===== config.mk =====
export PLATFORM = sky130hd
export DESIGN_NAME = pipe_hazard_ctrl
export DESIGN_NICKNAME = d
export VERILOG_FILES = /design/src/rtl/pipe_hazard_ctrl.sv
export SDC_FILE = /design/constraint.sdc
export NUM_CORES = 1
export LEC_CHECK = 0
export BUFFER_PORTS_ARGS = -buffer_cell sky130_fd_sc_hd__buf_4
export CAP_MARGIN = 20
export CORE_UTILIZATION = 40
export CTS_BUF_LIST = sky130_fd_sc_hd__clkbuf_4 sky130_fd_sc_hd__clkbuf_8
export DETAILED_ROUTE_END_ITERATION = 10
export PLACE_DENSITY = 0.74
export SYNTH_ARGS = -nofsm -noshare
export SYNTH_HDL_FRONTEND = slang
export SYNTH_SLANG_ARGS = --single-unit

===== constraint.sdc =====
create_clock -name clock -period 2.9 [get_ports clock]
set_input_delay 0 -clock clock [delete_from_list [all_inputs] [get_ports clock]]
set_output_delay 0 -clock clock [all_outputs]
set_load 0.02 [all_outputs]

===== src/rtl/pipe_hazard_ctrl.sv =====
// rtl/pipe_hazard_ctrl.sv - interlock/forwarding controller tracking dest regs in stages EX..WB
module pipe_hazard_ctrl #(
    parameter int DATA_WIDTH = 32,
    parameter int REG_ADDR_W = 5,
    parameter int NSTAGES    = 3,
    parameter int LOAD_STAGE = 2,
    parameter int CNT_W      = 32,
    localparam int SELW      = $clog2(NSTAGES + 1)
) (
    input  logic                          clock,
    input  logic                          reset,
    input  logic                          id_valid,
    input  logic [REG_ADDR_W-1:0]         id_src_a,
    input  logic                          id_src_a_used,
    input  logic [REG_ADDR_W-1:0]         id_src_b,
    input  logic                          id_src_b_used,
    input  logic [REG_ADDR_W-1:0]         id_dest,
    input  logic                          id_dest_valid,
    input  logic                          id_load,
    input  logic [DATA_WIDTH-1:0]         rf_data_a,
    input  logic [DATA_WIDTH-1:0]         rf_data_b,
    input  logic [NSTAGES*DATA_WIDTH-1:0] stage_result,
    input  logic                          mem_busy,
    input  logic                          ex_flush,
    output logic [DATA_WIDTH-1:0]         op_a,
    output logic [DATA_WIDTH-1:0]         op_b,
    output logic [SELW-1:0]               fwd_a_sel,
    output logic [SELW-1:0]               fwd_b_sel,
    output logic                          stall_if_id,
    output logic                          bubble_id_ex,
    output logic                          freeze,
    output logic                          flush_if_id,
    output logic [CNT_W-1:0]              stall_cycles
);

    // Entry s (1-based) lives at bit s-1 / slice [(s-1)*REG_ADDR_W +: REG_ADDR_W].
    logic [NSTAGES-1:0]            ent_v;
    logic [NSTAGES-1:0]            ent_load;
    logic [NSTAGES*REG_ADDR_W-1:0] ent_dest;

    logic [SELW-1:0] win_a;
    logic [SELW-1:0] win_b;
    logic            early_a;
    logic            early_b;
    logic            hazard;
    logic            new_v;

    // Walk from oldest to youngest so the lowest matching stage is the one left standing.
    always_comb begin
        win_a   = '0;
        win_b   = '0;
        early_a = 1'b0;
        early_b = 1'b0;
        for (int s = NSTAGES; s >= 1; s--) begin
            if (ent_v[s-1] && ent_dest[(s-1)*REG_ADDR_W +: REG_ADDR_W] == id_src_a
                    && id_src_a != '0) begin
                win_a   = SELW'(s);
                early_a = ent_load[s-1] && (s < LOAD_STAGE);
            end
            if (ent_v[s-1] && ent_dest[(s-1)*REG_ADDR_W +: REG_ADDR_W] == id_src_b
                    && id_src_b != '0) begin
                win_b   = SELW'(s);
                early_b = ent_load[s-1] && (s < LOAD_STAGE);
            end
        end
    end

    assign fwd_a_sel = id_src_a_used ? win_a : '0;
    assign fwd_b_sel = id_src_b_used ? win_b : '0;

    always_comb begin
        op_a = rf_data_a;
        op_b = rf_data_b;
        for (int s = 1; s <= NSTAGES; s++) begin
            if (fwd_a_sel == SELW'(s))
                op_a = stage_result[(s-1)*DATA_WIDTH +: DATA_WIDTH];
            if (fwd_b_sel == SELW'(s))
                op_b = stage_result[(s-1)*DATA_WIDTH +: DATA_WIDTH];
        end
    end

    // A load whose data is not ready yet can only be waited out, never forwarded.
    assign hazard = id_valid && ((id_src_a_used && early_a) || (id_src_b_used && early_b));

    assign freeze       = mem_busy;
    assign flush_if_id  = ex_flush && !mem_busy;
    assign stall_if_id  = hazard && !ex_flush && !mem_busy;
    assign bubble_id_ex = stall_if_id || flush_if_id;
    assign new_v        = id_valid && id_dest_valid && !bubble_id_ex;

    always_ff @(posedge clock or posedge reset) begin
        if (reset) begin
            ent_v    <= '0;
            ent_load <= '0;
            ent_dest <= '0;
        end else if (!mem_busy) begin
            ent_v    <= {ent_v[NSTAGES-2:0], new_v};
            ent_load <= {ent_load[NSTAGES-2:0], id_load};
            ent_dest <= {ent_dest[(NSTAGES-1)*REG_ADDR_W-1:0], id_dest};
        end
    end

    always_ff @(posedge clock or posedge reset) begin
        if (reset)
            stall_cycles <= '0;
        else if (stall_if_id && stall_cycles != '1)
            stall_cycles <= stall_cycles + 1'b1;
    end

endmodule


# Word-level counts from Yosys, hierarchy flattened
# Index checks and enable logic that the tools add are counted.
# Widths: inputs -> output; s select.
[totals]
register_bits = 51
in_bits = 184
word_cells = 62
[classes]
add_sub_neg = 1
n_eq_ne = 13
n_mux = 16
reduce_logical = 28
[op_table]
columns = ["operator", "count"]
rows = [
  ["$mux 32", 6],
  ["$add 32x1->32 const B", 1],
  ["$ne 32x32->1 const B", 1],
  ["$eq 5x5->1", 6],
  ["$logic_and 1x1->1", 21],
  ["$mux 2", 8],
  ["$reduce_bool 5->1", 2],
  ["$eq 2x2->1 const B", 4],
  ["$eq 2x1->1 const B", 2],
  ["$logic_not 1->1", 3],
  ["$logic_or 1x1->1", 2],
  ["$mux 1", 2],
]

# Logic depth before layout (Yosys ltp)
[depth]
depth_word = 12
ltp_mapped = 8

# Worst setup path after synthesis
# No wires, ideal clock.
[synth_path]
path_kind = "register to register"
start = "reg stall_cycles[10]"
end = "reg stall_cycles[1]"
setup_ps = 128
arrival_ps = 2121
setup_slack_ps = 652
stages_incl_launch_ff = 6
n_path_buf = 0
period_less_slack_ps = 2248
cell_sequence = "dfrtp_1 nand4_1 or4_1 or3_1 o211ai_4 mux2_1"
[synth_via]
elab_chain_cells = 2
[synth_lines]
columns = ["item", "line_no", "text"]
rows = [
  ["start: declaration", "33", "output logic [CNT_W-1:0] stall_cycles"],
  ["start signal: assignment", "107", "stall_cycles <= stall_cycles + 1'b1;"],
  ["$ne 32x32->1", "106", "else if (stall_if_id && stall_cycles != '1)"],
  ["$logic_and 1x1->1", "106", ""],
]
# No other way between the ends.
# A chain may end at the register's enable or synchronous reset.

# Worst setup path in the final report
[layout_path]
start = "reg ent_dest[4]"
end = "out op_a[24]"
[layout_via]
elab_chain_cells = 9
[layout_lines]
columns = ["item", "line_no", "text"]
rows = [
  ["start: declaration", "39", "logic [NSTAGES*REG_ADDR_W-1:0] ent_dest;"],
  ["start signal: assignment", "99", "ent_dest <= {ent_dest[(NSTAGES-1)*REG_ADDR_W-1:0], id_dest};"],
  ["$eq 5x5->1 (*)", "55", "if (ent_v[s-1] && ent_dest[(s-1)*REG_ADDR_W +: REG_ADDR_W] == id_src_a"],
  ["$logic_and 1x1->1 (*)", "55", ""],
  ["$logic_and 1x1->1 (*)", "56", "&& id_src_a != '0) begin"],
  ["$mux 2 (*)", "55", ""],
  ["$mux 2 (*)", "68", "assign fwd_a_sel = id_src_a_used ? win_a : '0;"],
  ["$eq 2x1->1", "75", "if (fwd_a_sel == SELW'(s))"],
  ["$mux 32 (2 in a row)", "75", ""],
  ["$mux 32 (*)", "75", ""],
  ["end: declaration", "25", "output logic [DATA_WIDTH-1:0] op_a,"],
]
# Every way passes the cells marked *; elsewhere a longest branch is shown, timed or not.

==> results.py <==
metrics = {
    "critical_path": {
        "crit_chain": "xor2_1, nor4_2, and4_1, nand4bb_1, buf_4, o21ai_0, o2bb2ai_1, buf_4",
        "r2r-start": "ent_dest[4]",
        "cp_top_family": "simple AND/OR/NAND/NOR gates",
        "critPathBufInv": 2,
        "start_kind": "register",
        "r2r_slack_ps": 520,
        "cp.depth": 8,
        "r2r_cells": 6,
        "cpMostUsedCell": "buf_4",
        "slowest_stage": "nor4_2",
        "setup.worst_path.start": "ent_dest[4]",
        "worstPathMaxFanout": 32,
        "worstPathRequired_ps": 2900,
        "slowest_delay_ps": 470,
        "r2r_end": "stall_cycles[13]",
        "end_kind": "primary output",
        "cp.arrival_ps": 2720,
        "cp-endpoint": "op_a[24]",
        "critPathKind": "register to primary output",
    },
    "clock_network": {
        "htreeDepth": 2,
        "clockRootBuffer": "clkbuf_8",
        "postCtsSetupBuffers": 0,
        "cts_buffers": 5,
        "clkLatencyLatePin_ps": 320,
        "cts_sinks": 51,
        "tritoncts": "done",
        "clk_path_buf_depth": 2,
        "path_clk_slew_ps": 100,
    },
    "timing": {
        "fin_crit_ps": 2720,
        "slew_headroom_pct": 61.0,
        "hold_viol": 0,
        "fin_tns_setup_ps": 0,
        "finalCritPeriodShare_pct": 93.7,
        "setup_viol": 0,
        "drv_slew": 0,
        "tightest_slew_ps": 584,
        "fin_skew_ps": 7.63,
        "fmax_ghz": 0.368,
        "grt_setup_unrepaired": "false",
    },
    "status": {
        "status": "finished, final reports clean",
    },
    "finish": {
        "fin_nets": 1054,
        "layout-drive-gt1-share_pct": 39.4,
        "areaGrowthSynthToFinish_pct": 49.6,
        "final_cell_area_um2": 7420,
        "fin_cells": 1039,
        "fill_cells": 1080,
    },
    "grt": {
        "antenna_found_initial": 1,
        "grt-ovfl-total": 0,
        "first_global_vias": 5589,
        "grt_max_degree": 65,
        "grt_usage_pct": 28.6,
        "grt_pass1_wl_um": 29100,
    },
    "synthesis": {
        "synth_top_area_share_pct": 25.7,
        "yosys_warnings": 0,
        "ys_seq_elements": 51,
        "seq_area_frac_synth_pct": 25.7,
        "synth_top_cell_by_area": "dfrtp_1",
        "ys_top_cells_by_area": "dfrtp_1, nand2_1, mux2i_1",
        "yosysUniqueCellTypes": 51,
        "syn_area_per_cell_um2": 8.33,
        "synth_nets": 780,
        "syn_inst": 595,
        "syn_area_um2": 4960,
    },
    "power": {
        "p_total_mw": 1.94,
        "vdd_drop_max_uv": 346,
        "power.density_nw_per_um2": 261,
        "leakage_nw": 3.85,
    },
    "placed_design": {
        "post-place-cells": 1020,
        "hpwlAfterDp_um": 14900,
        "place_area_um2": 7210,
        "place.gp.congestion": 0.938,
        "io_buffers": 287,
    },
    "detailed_routing": {
        "antenna_left": 0,
        "totalWireLength_um": 19300,
        "wire_per_inst_um": 18.6,
        "route.detailed.drc": 0,
        "vias_per_cell": 5.61,
        "first_iter_violations": 441,
        "drt_first_pass_iters": 6,
        "vias": 5831,
    },
    "worst_hold_path": {
        "hold_class": "primary input to register",
    },
    "floorplan": {
        "die_x_um": 113,
        "rows": 40,
        "dieArea_um2": 12800,
        "core_area_um2": 12100,
        "die_h_um": 113,
        "start_util_pct": 41.1,
        "pin_count": 288,
    },
    "flow_run": {
        "max_cap_viol_count": 0,
    },
}
-- per-layer routing --
metal	track usage, %	share of wire (%)	vias up
li1	-	-	2716
met1	34.8	40	2751
met2	49.0	48	304
met3	4.61	7.3	60
met4	13.9	4.5	0
met5	0	0	-
-- synth_stat cells, drive strengths merged --
library cell	count
o211ai	1
or2	2
nor4	6
or3	1
clkbuf	15
nand4	18
nand3	12
and2	2
o21ai	33
a2111o	1
o2111a	1
nand2b	2
o2bb2ai	32
xnor2	33
mux2i	32
nor3	8
dfrtp	51
inv	7
or4	4
nand2	116
o211a	3
mux2	19
nor4b	1
a21oi	1
nor2	16
buf	26
and3	43
o21a	34
and4	8
nor2b	3
a22o	32
ha	1
xor2	27
nand4bb	2
a211oi	1
o31ai	1
-- flip-flops by register name, indices dropped and copies added (netlist names) --
signal	count
stall_cycles	32
ent_v	3
ent_load	1
ent_dest	15
-- where the power goes --
part	switching, mW	internal [mW]	leakage [nW]
registers	0.0497	0.748	0.659
logic	0.314	0.394	3.14
clock network	0.256	0.177	0.0463
total	0.620	1.32	3.85
-- per-stage QoR --
step | hold WS (ps) | worst slack [ps] | util [%]
final | 81.9 | 183 | 61.5
after floorplan | 82.3 | 652 | -
after CTS | 71.9 | 176 | 61.3
after global routing | 122 | 4.10 | 61.5
after detailed placement | 242 | 543 | 59.8
after global placement | 235 | 586 | 59.8
-- cells in the final DEF (no fill, tap or decap), types with 18 or more instances in the layout --
master	netlist	layout
a22o_1	32	32
and3_1	42	42
buf_4	2	295
dfrtp_1	51	51
mux2_2	18	18
mux2i_1	32	32
nand2_1	115	115
nand4_1	18	18
o21a_1	34	34
o21ai_0	32	32
o2bb2ai_1	32	32
xnor2_1	33	33
xor2_1	27	27
-- worst min path at each step --
| stage | end | depth (start not counted) | slack (ps) | from |
|---|---|---|---|---|
| global placement | ent_dest[0] | 2 | 230 | id_dest[0] |
| floorplan | flush_if_id | 1 | 80 | mem_busy |
| global route | ent_v[0] | 3 | 120 | mem_busy |
| CTS | ent_v[0] | 3 | 70 | mem_busy |
| detailed placement | ent_dest[2] | 2 | 240 | id_dest[2] |
| finish | ent_v[0] | 3 | 80 | mem_busy |
-- area by class of cell --
| type | count | area, um^2 | share of cell area [%] |
|---|---|---|---|
| Multi-Input combinational cell | 496 | 3420 | 46.1 |
| Timing Repair Buffer | 308 | 2380 | 32.1 |
| Sequential cell | 51 | 1280 | 17.2 |
| Tap cell | 168 | 210 | 2.83 |
| Clock buffer | 5 | 68.8 | 0.928 |
| Clock inverter | 3 | 27.5 | 0.371 |
| Inverter | 7 | 26.3 | 0.354 |
| Antenna cell | 1 | 2.50 | 0.0337 |
-- timing repair --
item | CTS | global route
hold buffers | 9 | 0
gates resized for setup | 0 | 0
endpoints found under the hold margin | 58 | 0
-- tightest hold or removal path, cell delays in order --
cell and delay (ps):
buf_4 210, nand2_1 90, o31ai_1 60
-- cell families (layout without fill, tap and decap cells) --
logic type / count (synthesis) / after routing / share of synthesized area, %
buffers and inverters: 48 / 323 / 5.35
xor gates and xnor gates: 60 / 60 / 10.6
muxes: 51 / 51 / 10.8
adders and majority gates: 1 / 1 / 0.252
DFF: 51 / 51 / 25.7
AOI/OAI and AO/OA: 140 / 140 / 22.0
other: 0 / 1 / 0
and+or+nand+nor: 244 / 244 / 25.3
Power figures use the tool's default switching activity.
